### config.mk
export PLATFORM = sky130hd
export DESIGN_NAME = wb_arbiter
export DESIGN_NICKNAME = d
export VERILOG_FILES = /design/src/rtl/wb_arbiter.sv
export SDC_FILE = /design/constraint.sdc
export NUM_CORES = 1
export LEC_CHECK = 0
export ABC_AREA = 0
export BUFFER_PORTS_ARGS = -buffer_cell sky130_fd_sc_hd__clkbuf_2
export CORE_AREA = 4 4 103 144
export DETAILED_ROUTE_END_ITERATION = 6
export DIE_AREA = 0 0 107 148
export GPL_TIMING_DRIVEN = 0
export PLACE_DENSITY = 0.81
export SYNTH_ARGS = -nofsm -noshare
export SYNTH_HDL_FRONTEND = slang
export SYNTH_SLANG_ARGS = --single-unit
### constraint.sdc
create_clock -name clk -period 3.6 [get_ports clk]
set_clock_uncertainty 0.2 [all_clocks]
set_input_delay 0.36 -clock clk [delete_from_list [all_inputs] [get_ports clk]]
set_output_delay 0.36 -clock clk [all_outputs]
set_load 0.1 [all_outputs]
### src/rtl/wb_arbiter.sv
// Write-back arbiter: merges pipeline and buffered MDU results onto the register-file write port, 1-cycle latency.
// Pipeline has priority; a starvation counter forces FIFO drains; mdu_ready drops when the FIFO is full.
module wb_arbiter #(
  parameter int DATA_W     = 32,
  parameter int ADDR_W     = 5,
  parameter int FIFO_DEPTH = 2,
  parameter int STARVE_MAX = 4
) (
  input  logic                   clk,
  input  logic                   rst_n,
  input  logic                   pipe_valid,
  input  logic [ADDR_W-1:0]      pipe_waddr,
  input  logic [DATA_W-1:0]      pipe_wdata,
  output logic                   pipe_ready,
  input  logic                   mdu_valid,
  input  logic [ADDR_W-1:0]      mdu_waddr,
  input  logic [DATA_W-1:0]      mdu_wdata,
  output logic                   mdu_ready,
  output logic                   we,
  output logic [ADDR_W-1:0]      waddr,
  output logic [DATA_W-1:0]      wdata,
  output logic [2**ADDR_W-1:0]   pend_mask
);
  localparam int PTR_W = $clog2(FIFO_DEPTH);
  localparam int CNT_W = $clog2(FIFO_DEPTH + 1);
  localparam int SC_W  = $clog2(STARVE_MAX + 1);
  localparam int NREG  = 2**ADDR_W;
  localparam logic [CNT_W-1:0] DEPTH_C  = CNT_W'(FIFO_DEPTH);
  localparam logic [SC_W-1:0]  STARVE_C = SC_W'(STARVE_MAX);

  logic [ADDR_W-1:0] fifo_addr_q [FIFO_DEPTH];
  logic [DATA_W-1:0] fifo_data_q [FIFO_DEPTH];
  logic [PTR_W-1:0]  rd_ptr_q, rd_ptr_d, wr_ptr_q, wr_ptr_d;
  logic [CNT_W-1:0]  count_q, count_d;
  logic [SC_W-1:0]   starve_q, starve_d;
  logic              we_q;
  logic [ADDR_W-1:0] waddr_q;
  logic [DATA_W-1:0] wdata_q;
  logic [NREG-1:0]   pend_q, pend_d;

  logic              fifo_nempty, forced, grant_pipe, grant_fifo, granted, push, pop;
  logic [ADDR_W-1:0] gnt_addr, slot_addr;
  logic [DATA_W-1:0] gnt_data;
  logic [PTR_W-1:0]  ofs;

  assign fifo_nempty = (count_q != '0);
  assign forced      = fifo_nempty && (starve_q == STARVE_C);
  assign mdu_ready   = (count_q < DEPTH_C);
  assign push        = mdu_valid && mdu_ready;

  always_comb begin
    grant_pipe = 1'b0;
    grant_fifo = 1'b0;
    pipe_ready = 1'b1;
    if (forced) begin
      grant_fifo = 1'b1;
      pipe_ready = 1'b0;
    end else if (pipe_valid) begin
      grant_pipe = 1'b1;
    end else if (fifo_nempty) begin
      grant_fifo = 1'b1;
    end
  end

  assign pop      = grant_fifo;
  assign granted  = grant_pipe || grant_fifo;
  assign gnt_addr = grant_fifo ? fifo_addr_q[rd_ptr_q] : pipe_waddr;
  assign gnt_data = grant_fifo ? fifo_data_q[rd_ptr_q] : pipe_wdata;

  always_comb begin
    rd_ptr_d  = rd_ptr_q + PTR_W'(pop);
    wr_ptr_d  = wr_ptr_q + PTR_W'(push);
    count_d   = count_q + CNT_W'(push) - CNT_W'(pop);
    starve_d  = starve_q;
    slot_addr = '0;
    ofs       = '0;
    if (pop || !fifo_nempty) begin
      starve_d = '0;
    end else if (grant_pipe && (starve_q != STARVE_C)) begin
      starve_d = starve_q + SC_W'(1);
    end
    // Mask reflects the FIFO as it will stand after this edge, so a pop clears its bit with the write.
    pend_d = '0;
    for (int s = 0; s < FIFO_DEPTH; s++) begin
      slot_addr = (push && (wr_ptr_q == PTR_W'(s))) ? mdu_waddr : fifo_addr_q[s];
      ofs       = PTR_W'(s) - rd_ptr_d;
      if (CNT_W'(ofs) < count_d) pend_d[slot_addr] = 1'b1;
    end
    pend_d[0] = 1'b0;
  end

  always_ff @(posedge clk or negedge rst_n) begin
    if (!rst_n) begin
      for (int s = 0; s < FIFO_DEPTH; s++) begin
        fifo_addr_q[s] <= '0;
        fifo_data_q[s] <= '0;
      end
      rd_ptr_q <= '0;
      wr_ptr_q <= '0;
      count_q  <= '0;
      starve_q <= '0;
      we_q     <= 1'b0;
      waddr_q  <= '0;
      wdata_q  <= '0;
      pend_q   <= '0;
    end else begin
      if (push) begin
        fifo_addr_q[wr_ptr_q] <= mdu_waddr;
        fifo_data_q[wr_ptr_q] <= mdu_wdata;
      end
      rd_ptr_q <= rd_ptr_d;
      wr_ptr_q <= wr_ptr_d;
      count_q  <= count_d;
      starve_q <= starve_d;
      we_q     <= granted && (gnt_addr != '0);
      if (granted) begin
        waddr_q <= gnt_addr;
        wdata_q <= gnt_data;
      end
      pend_q   <= pend_d;
    end
  end

  assign we        = we_q;
  assign waddr     = waddr_q;
  assign wdata     = wdata_q;
  assign pend_mask = pend_q;
endmodule

==> results of run 1 <==
[timing repair]
item,4_1_cts,5_1_grt
endpoints found under the setup margin,0,15
hold endpoints to repair,119,0
gates resized for setup,0,2
hold buffers,28,0
[final cells by class]
| class | count | area (um^2) |
|---|---|---|
| repair buffers | 177 | 1060 |
| inverters | 20 | 75.1 |
| multi-input cells | 323 | 2660 |
| clock buffers | 18 | 429 |
| diodes | 1 | 2.50 |
| clock inverters | 14 | 161 |
| well taps | 182 | 228 |
| flip-flops and latches | 150 | 3750 |
| fillers | 1036 | 4870 |
| plain buffers | 28 | 155 |
[sequential cells by signal, summed over array words and instances, names as in the netlist]
register,cells
pend_mask,31
count_q,2
wr_ptr_q,1
fifo_data_q,64
wdata,32
fifo_addr_q,10
rd_ptr_q,1
starve_q,3
waddr,5
we,1
[final timing paths]
| kind | from | end | slack [ns] | cells past startpoint |
|---|---|---|---|---|
| worst max-delay path | starve_q[0]$_DFFE_PN0P_ | pend_mask[5]$_DFF_PN0_ | 0.30 | 13 |
| worst min-delay path | mdu_wdata[23] | fifo_data_q[55]$_DFFE_PN0P_ | 0.02 | 2 |
| worst max register to register | starve_q[0]$_DFFE_PN0P_ | pend_mask[5]$_DFF_PN0_ | 0.30 | 13 |
| worst min register to register | starve_q[0]$_DFFE_PN0P_ | starve_q[0]$_DFFE_PN0P_ | 0.26 | 1 |
| max in group asynchronous | rst_n | fifo_data_q[58]$_DFFE_PN0P_ | 2.12 | 3 |
| min in group asynchronous | rst_n | wdata[10]$_DFFE_PN0P_ | 0.30 | 2 |
[routing by layer]
layer	global-route usage [%]	share of wire [%]	up-vias	wire length, um
met1	24.3	38	2443	6070
met3	6.33	6.7	31	1080
met4	7.87	2.3	0	379
met2	38.2	53	172	8630
met5	0	0	-	0
li1	-	-	2273	-
[through the flow]
step / setup TNS, ns / instance area [um^2]
after floorplan: 0 / 6630
after global placement: -46.08 / 7600
after detailed placement: 0 / 7640
after CTS: 0 / 8510
after global routing: 0 / 8520
final: 0 / 8520
[cell usage after synthesis (2+ instances only)]
library cell  count  area (um^2)
dfrtp_1         150         3750
mux2_2          102         1150
nand2_1          59          221
mux2i_1          47          470
o21ai_0          37          185
o32ai_1          32          280
inv_1            20         75.1
nor2_1           13         48.8
clkbuf_1          9         33.8
buf_2             7         35.0
nor3_1            7         35.0
ha_1              6         75.1
buf_1             5         18.8
buf_6             4         45.0
a21oi_1           3         15.0
buf_4             3         22.5
a41oi_2           2         32.5
nand3_1           2         10.0
[kinds of logic after synthesis]
logic type,share of synthesized area (%)
xor+xnor,0.358
mux,24.4
compound gates,8.60
flops,56.6
fa+ha+maj,1.13
simple gates,5.38
other cells,0.0565
buf+inv,3.47
==> metrics.cfg, run 1 <==
[sta]
fin_crit_ns = 3.30
grt_setup_unrepaired = false
max-slew-margin-rel_pct = 55.5
tightest_slew_ns = 0.668
finalHoldWorstSlack_ns = 0.0157
setup_viol = 0
setup_slack_ns = 0.296
fmax_mhz = 303
slew_viol_final = 0
finalHoldViolations = 0
period_share_pct = 91.8

[grt]
grt_max_degree = 79
grt_pass1_wl_mm = 26.7
antenna_found_initial = 1
track_usage_pct = 21.5
first_global_vias = 5394
grt_overflow = 0

[synthesis]
synth-edff-count = 0
yosys_warnings = 0
synthCells = 521
synth_seq_area_share_pct = 56.6
synth_flop_cell = dfrtp_1
synth_cell_types = 31
syn_area_per_cell_um2 = 12.7
synth-seq-cells = 150
async_flop_share_pct = 100
syn_area_um2 = 6630
syn-num-nets = 605

[critical_path]
end_kind = flop
crit_type = reg -> reg
crit_chain = inv_1 > ha_1 > a21boi_2 > nor2_1 > buf_4 > buf_4 > ha_1 > inv_1 > ha_1 > xnor3_2 > nor3_1 > a41oi_2 > o32ai_1
critical_path_required_ns = 3.66
arrival_ns = 3.37
critPathLaunchType = flop
max_stage_delay_ns = 0.44
path_delay_family = compound AO/OA/AOI/OAI gates
crit_top_cell = ha_1
critPathBufInv = 4
critPathMaxFanout = 10
critical_path.slowest_cell = a41oi_2

[cts]
cts.sinks = 150
cts_buffers = 17
cts_tree = yes
clk_path_buf_depth = 2
htreeDepth = 4
post_cts_buffers = 0
insertion_delay_ns = 0.42
clockRootBuffer = clkbuf_16
clk_pin_slew_ns = 0.06

[layout]
fin_util_pct = 63.6
area_growth_pct = 28.4
final_cell_mix = 150 x dfrtp_1, 147 x clkbuf_2, 102 x mux2_2
final_common_cell = dfrtp_1
finalNetCount = 801
layout-drive-gt1-share_pct = 41.6
fin_cells = 913

[floorplan]
die_h_um = 148
die_area_um2 = 15800
rows = 50
core-area_um2 = 13400
io_pins = 150
start_util_pct = 49.5
chipWidth_um = 107

[placed_design]
dp_hpwl_mm = 12.0
pre_cts_slack_ns = 0.157
placed_cells = 852
gp_congestion = 0.889
io_buffers = 148

[outcome]
status = complete, no violations

[detailed_routing]
vias_per_cell = 5.39
ant_nets = 0
first_pass_iters = 5
wl_mm = 16.2
num_vias = 4919
drcViolationCount = 0
drt_iter0_drc = 264
routedWlPerCell_um = 17.7

[flow_run]
max-cap-violations = 0

[min_path]
hold_path_class = in -> reg

Power of run 1 is not shown: default switching activity piles up to over one toggle a cycle in this logic, so the estimate is an artifact.
==> run 2, diff against run 1 <==
clock period = 3.55 ns   (was 3.6 ns; I/O delays follow)
==> metrics.cfg, run 2 (synthesized netlist as in run 1, its figures left out) <==
[outcome]
status = complete, no violations

[cts]
cts_buffers = 17
cts.sinks = 150
clk_pin_slew_ns = 0.06
cts_tree = yes
clockRootBuffer = clkbuf_16
htreeDepth = 4
clk_path_buf_depth = 2
insertion_delay_ns = 0.41
post_cts_buffers = 0

[floorplan]
rows = 50
core-area_um2 = 13400
die_area_um2 = 15800
die_h_um = 148
chipWidth_um = 107
start_util_pct = 49.5
io_pins = 150

[placed_design]
gp_congestion = 0.889
placed_cells = 852
io_buffers = 148
dp_hpwl_mm = 12.0

[min_path]
hold_end = fifo_data_q[55]$_DFFE_PN0P_
hold_path_class = in -> reg
min_path_cells = 2
min_from = mdu_wdata[23]

[detailed_routing]
met1_length_mm = 6.08
highest_layer = met4
wl_mm = 16.2
num_vias = 4902
ant_nets = 0
drt_iter0_drc = 266
dr_wl_met2_mm = 8.64
vias_per_cell = 5.36
first_pass_iters = 4
routedWlPerCell_um = 17.7
drcViolationCount = 0
dr_wl_met3_mm = 1.06

[sta]
fin_crit_ns = 3.31
grt_setup_unrepaired = false
period_share_pct = 93.3
setup_viol = 0
max-slew-margin-rel_pct = 55.0
tightest_slew_ns = 0.675
fmax_mhz = 302
finalHoldViolations = 0
slew_viol_final = 0
fin_tns_setup_ns = 0

[grt]
grt_pass1_wl_mm = 26.8
grt_overflow = 0
grt_max_degree = 79
first_global_vias = 5409
track_usage_pct = 21.5
antenna_found_initial = 1

[layout]
final_common_cell = dfrtp_1
area_growth_pct = 28.6
top_register = fifo_data_q
largest_reg_flops = 64
final_cell_mix = 150 x dfrtp_1, 147 x clkbuf_2, 102 x mux2_2
fillCellCount = 1035
fin_cells = 914
layout-drive-gt1-share_pct = 41.6
finalNetCount = 802

[flow_run]
max-cap-violations = 0

[critical_path]
critical_path.slowest_cell = a41oi_2
timing.rr.end = pend_mask[5]$_DFF_PN0_
path_delay_family = compound AO/OA/AOI/OAI gates
critPathBufInv = 4
r2r_start = starve_q[0]$_DFFE_PN0P_
critPathLaunchType = flop
crit_top_cell = ha_1
critPathMaxFanout = 10
crit_type = reg -> reg
end_kind = flop
crit_chain = inv_1 > ha_1 > a21boi_2 > nor2_1 > buf_4 > buf_4 > ha_1 > inv_1 > ha_1 > xnor3_2 > nor3_1 > a41oi_2 > o32ai_1
r2r_slack_ns = 0.24
critical_path_required_ns = 3.61
r2r_cells = 13
arrival_ns = 3.37
max_stage_delay_ns = 0.44

run 2: cell types whose count changed in the layout (fill, tap and decap cells not counted), sizes merged:
cell         change
dlygate4sd3      +1
run 2: worst reg2reg max path, delay by kind of cell, from the launching register on:
kind,cells,cell delay [ns]
AND/OR/NAND/NOR,2,0.21
AO/OA/AOI/OAI,3,0.87
buffers and inverters,4,0.53
flip-flops,1,0.37
XOR/XNOR,1,0.29
adder cells (fa/ha/maj),3,0.69
run 2: final cells by class:
| class | instances | area (um^2) | share of cell area, % |
|---|---|---|---|
| plain buffers | 28 | 155 | 1.82 |
| inverters | 20 | 75.1 | 0.880 |
| flip-flops and latches | 150 | 3750 | 44.0 |
| repair buffers | 178 | 1070 | 12.5 |
| clock inverters | 14 | 161 | 1.89 |
| multi-input cells | 323 | 2660 | 31.1 |
| clock buffers | 18 | 429 | 5.03 |
| diodes | 1 | 2.50 | 0.0293 |
| well taps | 182 | 228 | 2.67 |
run 2: metal layers:
layer / track usage (%) / vias up
li1: - / 2277
met1: 24.3 / 2432
met2: 38.3 / 161
met3: 6.29 / 32
met4: 7.87 / 0
met5: 0 / -
run 2: through the flow:
step / util [%] / hold WS, ns / cell area [um^2] / setup slack (ns)
detailed placement: 57.0 / 0.202 / 7640 / 0.107
finish: 63.7 / 0.0143 / 8530 / 0.237
floorplan: - / -0.141 / 6630 / 0.660
CTS: 63.6 / 0.0000682 / 8520 / 0.107
global route: 63.7 / 0.00687 / 8530 / 0.0653
global placement: 56.8 / 0.242 / 7600 / -0.361
run 2: how the worst max path moves through the flow:
stage                                 start  cells past startpoint  slack [ns]                       to
global route        starve_q[0]$_DFFE_PN0P_                     13        0.07   pend_mask[5]$_DFF_PN0_
floorplan           starve_q[0]$_DFFE_PN0P_                     13        0.66  pend_mask[22]$_DFF_PN0_
detailed placement  starve_q[0]$_DFFE_PN0P_                     13        0.11   pend_mask[6]$_DFF_PN0_
finish              starve_q[0]$_DFFE_PN0P_                     13        0.24   pend_mask[5]$_DFF_PN0_
global placement                      rst_n                      1       -0.36   pend_mask[8]$_DFF_PN0_
CTS                 starve_q[0]$_DFFE_PN0P_                     13        0.11   pend_mask[6]$_DFF_PN0_
run 2: timing repair:
item / in CTS / in global routing
hold buffers: 29 / 0
setup endpoints to repair: 0 / 15
endpoints found under the hold margin: 125 / 0
resized for setup: 0 / 2
Power of run 2 is left out for the same reason.
